$ cat src/rtl/gpr_pkg.sv
// Shared definitions for the multi-port GPR file.
//   gpr_state_t : clear-sequencer state encoding (ST_IDLE, ST_CLEAR)
//   gpr_depth() : register count derived from the address width
//   REG_ZERO    : index of the hard-wired zero register
package gpr_pkg;

    typedef enum logic [0:0] {
        ST_IDLE  = 1'b0,
        ST_CLEAR = 1'b1
    } gpr_state_t;

    localparam int REG_ZERO = 0;

    function automatic int gpr_depth(input int addr_w);
        return 1 << addr_w;
    endfunction

endpackage

$ cat src/rtl/gpr_clear_fsm.sv
// Bulk-clear sequencer for the GPR file. Walks a pointer over every register,
// one per clock, and tells the array to zero it.
// Ports:
//   clk      in   rising-edge clock
//   rst      in   asynchronous active-high reset; forces (re)start of a clear
//   clr_req  in   start a clear; only looked at while idle
//   clr_busy out  high while the sweep is running
//   clr_we   out  zero-write strobe for the array / scoreboard
//   clr_addr out  register being cleared this cycle
//
// state    | meaning
// ---------+-----------------------------------------------------------
// ST_IDLE  | normal operation, waiting for clr_req
// ST_CLEAR | zeroing mem[ptr] and busy[ptr] each cycle, ptr 0..DEPTH-1
module gpr_clear_fsm #(
    parameter int ADDR_W = 5
) (
    input  logic              clk,
    input  logic              rst,
    input  logic              clr_req,
    output logic              clr_busy,
    output logic              clr_we,
    output logic [ADDR_W-1:0] clr_addr
);
    import gpr_pkg::*;

    localparam int DEPTH = gpr_depth(ADDR_W);
    // Stopping on the last index keeps the pointer at ADDR_W bits without wrap.
    localparam logic [ADDR_W-1:0] PTR_LAST = ADDR_W'(DEPTH - 1);

    gpr_state_t        state_q, state_d;
    logic [ADDR_W-1:0] ptr_q, ptr_d;

    always_ff @(posedge clk or posedge rst) begin
        if (rst) begin
            state_q <= ST_CLEAR;
            ptr_q   <= '0;
        end else begin
            state_q <= state_d;
            ptr_q   <= ptr_d;
        end
    end

    always_comb begin
        state_d = state_q;
        ptr_d   = ptr_q;
        case (state_q)
            ST_IDLE: begin
                if (clr_req) begin
                    state_d = ST_CLEAR;
                    ptr_d   = '0;
                end
            end
            ST_CLEAR: begin
                if (ptr_q == PTR_LAST) begin
                    state_d = ST_IDLE;
                    ptr_d   = '0;
                end else begin
                    ptr_d = ptr_q + ADDR_W'(1);
                end
            end
            default: begin
                state_d = ST_CLEAR;
                ptr_d   = '0;
            end
        endcase
    end

    assign clr_busy = (state_q == ST_CLEAR);
    assign clr_we   = (state_q == ST_CLEAR);
    assign clr_addr = ptr_q;

endmodule

$ cat src/rtl/gpr_file_mp.sv
// Multi-port general-purpose register file with busy scoreboard and a
// sequenced bulk clear. Register 0 is hard-wired to zero.
// Optional feature macro: GPR_BYPASS_EN (write-to-read forwarding).
// Ports:
//   clk, rst            clock, asynchronous active-high reset
//   rd_addr / rd_data   NUM_RD packed combinational read ports
//   rd_busy             busy bit of each read port's register
//   wr0_* / wr1_*       write ports; wr1 wins on an address collision
//   set_busy, busy_addr mark a register busy at instruction issue
//   clr_req             start a bulk clear (idle only)
//   clr_busy            clear sweep in progress; reads forced to zero
module gpr_file_mp #(
    parameter int DATA_W = 32,
    parameter int ADDR_W = 5,
    parameter int NUM_RD = 2
) (
    input  logic                     clk,
    input  logic                     rst,
    input  logic [NUM_RD*ADDR_W-1:0] rd_addr,
    output logic [NUM_RD*DATA_W-1:0] rd_data,
    output logic [NUM_RD-1:0]        rd_busy,
    input  logic                     wr0_en,
    input  logic [ADDR_W-1:0]        wr0_addr,
    input  logic [DATA_W-1:0]        wr0_data,
    input  logic                     wr1_en,
    input  logic [ADDR_W-1:0]        wr1_addr,
    input  logic [DATA_W-1:0]        wr1_data,
    input  logic                     set_busy,
    input  logic [ADDR_W-1:0]        busy_addr,
    input  logic                     clr_req,
    output logic                     clr_busy
);
    import gpr_pkg::*;

    localparam int DEPTH = gpr_depth(ADDR_W);
    localparam logic [ADDR_W-1:0] ADDR_ZERO = ADDR_W'(REG_ZERO);

    logic              clr_we;
    logic [ADDR_W-1:0] clr_addr;

    gpr_clear_fsm #(.ADDR_W(ADDR_W)) u_clear (
        .clk      (clk),
        .rst      (rst),
        .clr_req  (clr_req),
        .clr_busy (clr_busy),
        .clr_we   (clr_we),
        .clr_addr (clr_addr)
    );

    // Write ports are only honoured outside the clear sweep.
    logic wr0_ok, wr1_ok;
    assign wr0_ok = wr0_en && !clr_we && (wr0_addr != ADDR_ZERO);
    assign wr1_ok = wr1_en && !clr_we && (wr1_addr != ADDR_ZERO);

    // Array has no reset; its contents are zeroed by the clear sweep.
    logic [DATA_W-1:0] mem [DEPTH];

    always_ff @(posedge clk) begin
        if (clr_we) begin
            mem[clr_addr] <= '0;
        end else begin
            if (wr0_ok) mem[wr0_addr] <= wr0_data;
            // Later assignment wins, giving wr1 priority on a collision.
            if (wr1_ok) mem[wr1_addr] <= wr1_data;
        end
    end

    logic [DEPTH-1:0] busy_q, busy_d;

    always_comb begin
        busy_d = busy_q;
        if (clr_we) begin
            busy_d[clr_addr] = 1'b0;
        end else begin
            if (wr0_ok) busy_d[wr0_addr] = 1'b0;
            if (wr1_ok) busy_d[wr1_addr] = 1'b0;
            // Applied after the clears so a same-cycle issue keeps the bit set.
            if (set_busy) busy_d[busy_addr] = 1'b1;
        end
        busy_d[REG_ZERO] = 1'b0;
    end

    always_ff @(posedge clk or posedge rst) begin
        if (rst) busy_q <= '0;
        else     busy_q <= busy_d;
    end

    for (genvar i = 0; i < NUM_RD; i++) begin : g_rd
        logic [ADDR_W-1:0] addr;
        logic [DATA_W-1:0] data;
        logic              bsy;

        assign addr = rd_addr[i*ADDR_W +: ADDR_W];

        always_comb begin
            data = mem[addr];
            bsy  = busy_q[addr];
`ifdef GPR_BYPASS_EN
            if (wr1_ok && (wr1_addr == addr)) begin
                data = wr1_data;
                bsy  = 1'b0;
            end else if (wr0_ok && (wr0_addr == addr)) begin
                data = wr0_data;
                bsy  = 1'b0;
            end
`endif
            if (clr_busy || (addr == ADDR_ZERO)) begin
                data = '0;
                bsy  = 1'b0;
            end
        end

        assign rd_data[i*DATA_W +: DATA_W] = data;
        assign rd_busy[i]                  = bsy;
    end

endmodule
$ cat config.mk
export PLATFORM = sky130hd
export DESIGN_NAME = gpr_file_mp
export DESIGN_NICKNAME = d
export VERILOG_FILES = /design/src/rtl/gpr_pkg.sv /design/src/rtl/gpr_clear_fsm.sv /design/src/rtl/gpr_file_mp.sv
export SDC_FILE = /design/constraint.sdc
export NUM_CORES = 2
export LEC_CHECK = 0
export BUFFER_PORTS_ARGS = -buffer_cell sky130_fd_sc_hd__buf_2
export CORE_MARGIN = 2
export CORE_UTILIZATION = 45
export CTS_CLUSTER_DIAMETER = 50
export CTS_CLUSTER_SIZE = 24
export DETAILED_ROUTE_END_ITERATION = 10
export HOLD_SLACK_MARGIN = 0.06
export PLACE_DENSITY_LB_ADDON = 0.08
export SYNTH_ARGS = -nofsm -noshare
export SYNTH_HDL_FRONTEND = slang
export SYNTH_SLANG_ARGS = --single-unit
export TNS_END_PERCENT = 5
$ cat constraint.sdc
create_clock -name clk -period 7.4 [get_ports clk]
set_clock_uncertainty 0.05 [all_clocks]
set_input_delay 0.74 -clock clk [delete_from_list [all_inputs] [get_ports clk]]
set_output_delay 0.74 -clock clk [all_outputs]
set_load 0.02 [all_outputs]
==> metrics.txt <==
syn avg cell area=13.7 um2; die area=142000 um2; CTS Buf Count=133; Post-Layout Cell Count=6309; initial antenna violation count=14; CTS max path bufs=3; Slew @ Worst Pin=1.35 ns; PortBufs=161; clock sinks=1061; drt wl/cell=37.5 um; post-CTS setup buffers=0; drt first pass iters=5; Mapped Area=62700 um2; most frequent cells in the layout=edfxtp_1 (1024), nand2_1 (675), o21ai_0 (569), mux4_2 (526), mux2_2 (383); max-cap violations=0; Layout Area Growth over Synthesis=9.68%; dpl hpwl=128 mm; Synth cell types=74; synthesized net count=4670; GR Overflow Total=0; Hold Path Class=input port to flop; Critical Path Sink Type=output port; slew margin rel.=9.85%; Leak=24.0 nW; Starting Density=45.5%; sequential area share after synthesis=50.6%; met3 Use GR=7.82%; crit-path max FO=48; WHS=0.214 ns; Cell Count Post-Placement=6058; final wirelength=236 mm; fin. max-slew vios=0; Post-synth ARST share=3.49%; Most Crowded Layer GR=met2; Via-to-Cell Ratio=6.75; Mapped Cells=4570; share of cells above drive strength 1=33.9%; Hold Violations, Final=0; critical path class=flop to output port; Final min period=5.08 ns; ys flop type=edfxtp_1; Layout Nets=4500; Tot GR Track Use=33.3%; via count=42600; # IOs=162; first-pass GRT wire length=330 mm; M2 GR Usage=52.6%; startpoint types=flop; drt drc=0; YS warnings=0; synthesized flop and latch total=1061; Clock transition at path regs=0.05 ns; met1 Usage GRT=45.0%; EDFF count, synth=1024; Clock Tree Root=clkbuf_16; largest net degree at the start of global routing=106; CTS tree=done; CP Data Required Time=6.61 ns; crit share post-route=68.7%; f_max=197 MHz; # H-tree levels=4; 1st-iter DRT viols=5474; Antenna Nets Post-Route=0; GPL Wtd Cong=0.810; RSZ-0062 raised after global routing=no; commonest non-fill, non-tap cell in the layout=edfxtp_1; # fillers=11800; clk_lat worst skew=0.77 ns; Peak VDD IR=0.000193 V; CP Data Arrival Time=4.29 ns; Area after DPL=64200 um2; final setup fails=0; core area=138000 um2; status=finished clean; design area=68700 um2; number of global-route vias before repair=41700; Pwr Density=272 nW/um2; Vert. Die Dim=377 um; die boundary width=377 um; TNS Setup=0 ns; Placement Rows=136
-- worst max-delay path, stage by stage, from the launching register on --
cell	delay (ns)
dfstp_2	1.07
nand3b_1	0.85
buf_4	0.71
o221ai_1	0.52
buf_2	0.32
-- synth_stat cells (6+ instances only) --
library cell / count / area [um2]
inv_2: 27 / 101
o221ai_1: 64 / 561
a32oi_1: 16 / 140
nand2_4: 8 / 90.1
nor3b_1: 8 / 60.1
a21oi_1: 15 / 75.1
nor4bb_1: 7 / 70.1
nor2_1: 18 / 67.6
nand3b_1: 11 / 82.6
buf_4: 42 / 315
o22ai_1: 7 / 43.8
dfrtp_1: 36 / 901
buf_6: 67 / 754
nor3_1: 11 / 55.1
a211o_1: 9 / 78.8
mux2_2: 383 / 4310
nand2_2: 9 / 56.3
nand3_1: 10 / 50.1
o21ai_1: 49 / 245
buf_2: 212 / 1060
inv_1: 23 / 86.3
edfxtp_1: 1024 / 30700
buf_1: 17 / 63.8
mux4_2: 526 / 11800
clkbuf_1: 236 / 886
o31ai_1: 6 / 45.0
nand2_1: 689 / 2590
o21ai_0: 582 / 2910
nand2b_1: 8 / 50.1
o32ai_1: 6 / 52.6
mux2i_1: 269 / 2690
o22a_1: 64 / 561
a2111oi_0: 9 / 78.8
nand4b_1: 13 / 114
-- flip-flops by register name, summed over array words and instances (netlist names) --
register / cells
u_clear.clr_busy: 1
mem: 1024
u_clear.clr_addr: 5
busy_q: 31
-- cells by family after synthesis --
kind of cell / Yosys count / synth area share (%)
xor gates and xnor gates: 2 / 0.0280
AOI/OAI and AO/OA: 858 / 8.09
DFF: 1061 / 50.6
adders and majority gates: 5 / 0.0998
buffers and inverters: 628 / 5.28
muxes: 1180 / 30.1
and+or+nand+nor: 836 / 5.82
-- path summary, 6_finish.rpt --
path,start,to,slack [ns],cells past startpoint
hold reg to reg,busy_q[23]$_DFF_PP0_,busy_q[23]$_DFF_PP0_,0.48,1
hold / removal,clr_req,u_clear.clr_addr[1]$_DFFE_PP0P_,0.21,2
max in group asynchronous,rst,busy_q[23]$_DFF_PP0_,6.32,4
setup reg to reg,u_clear.clr_busy$_DFF_PP1_,mem[11][6]$_DFFE_PP_,2.95,6
min in group asynchronous,rst,busy_q[26]$_DFF_PP0_,0.59,4
setup / recovery,u_clear.clr_busy$_DFF_PP1_,rd_data[30],2.32,4
-- per-layer routing --
layer	up-vias	wire (um)
met4	14	9240
li1	17600	-
met5	-	105
met3	489	23400
met2	2338	111000
met1	22100	92800
-- cell type report --
type                            count  area, um2  share of cell area (%)
Sequential cell                  1061      31700                    46.1
Antenna cell                        6       15.0                  0.0218
Multi-Input combinational cell   2881      28300                    41.2
Tap cell                         1794       2240                    3.27
Timing Repair Buffer              271       1790                    2.61
Clock buffer                      156       3540                    5.15
Clock inverter                     88        937                    1.36
Inverter                           52        200                   0.291
-- power breakdown --
part	switching (W)	internal, W	leakage, nW	total (W)
sequential	0.000370	0.00751	10.0	0.00788
clock	0.00284	0.00388	2.16	0.00672
combinational	0.00270	0.00143	11.8	0.00412
-- per-stage QoR --
step           utilization [%]  power (W)  worst slack, ns
2_1_floorplan                -     0.0104             2.68
3_3_place_gp              46.6     0.0120             2.71
3_5_place_dp              46.6     0.0120             2.74
4_1_cts                   49.9     0.0187             2.41
5_1_grt                   49.9     0.0192             2.24
6_report                  49.9     0.0187             2.32
-- repair_timing --
action,4_1_cts,5_1_grt
hold buffers,1,0
gates resized for setup,0,0
endpoints found under the hold margin,36,0
(Power assumes the default switching activity.)
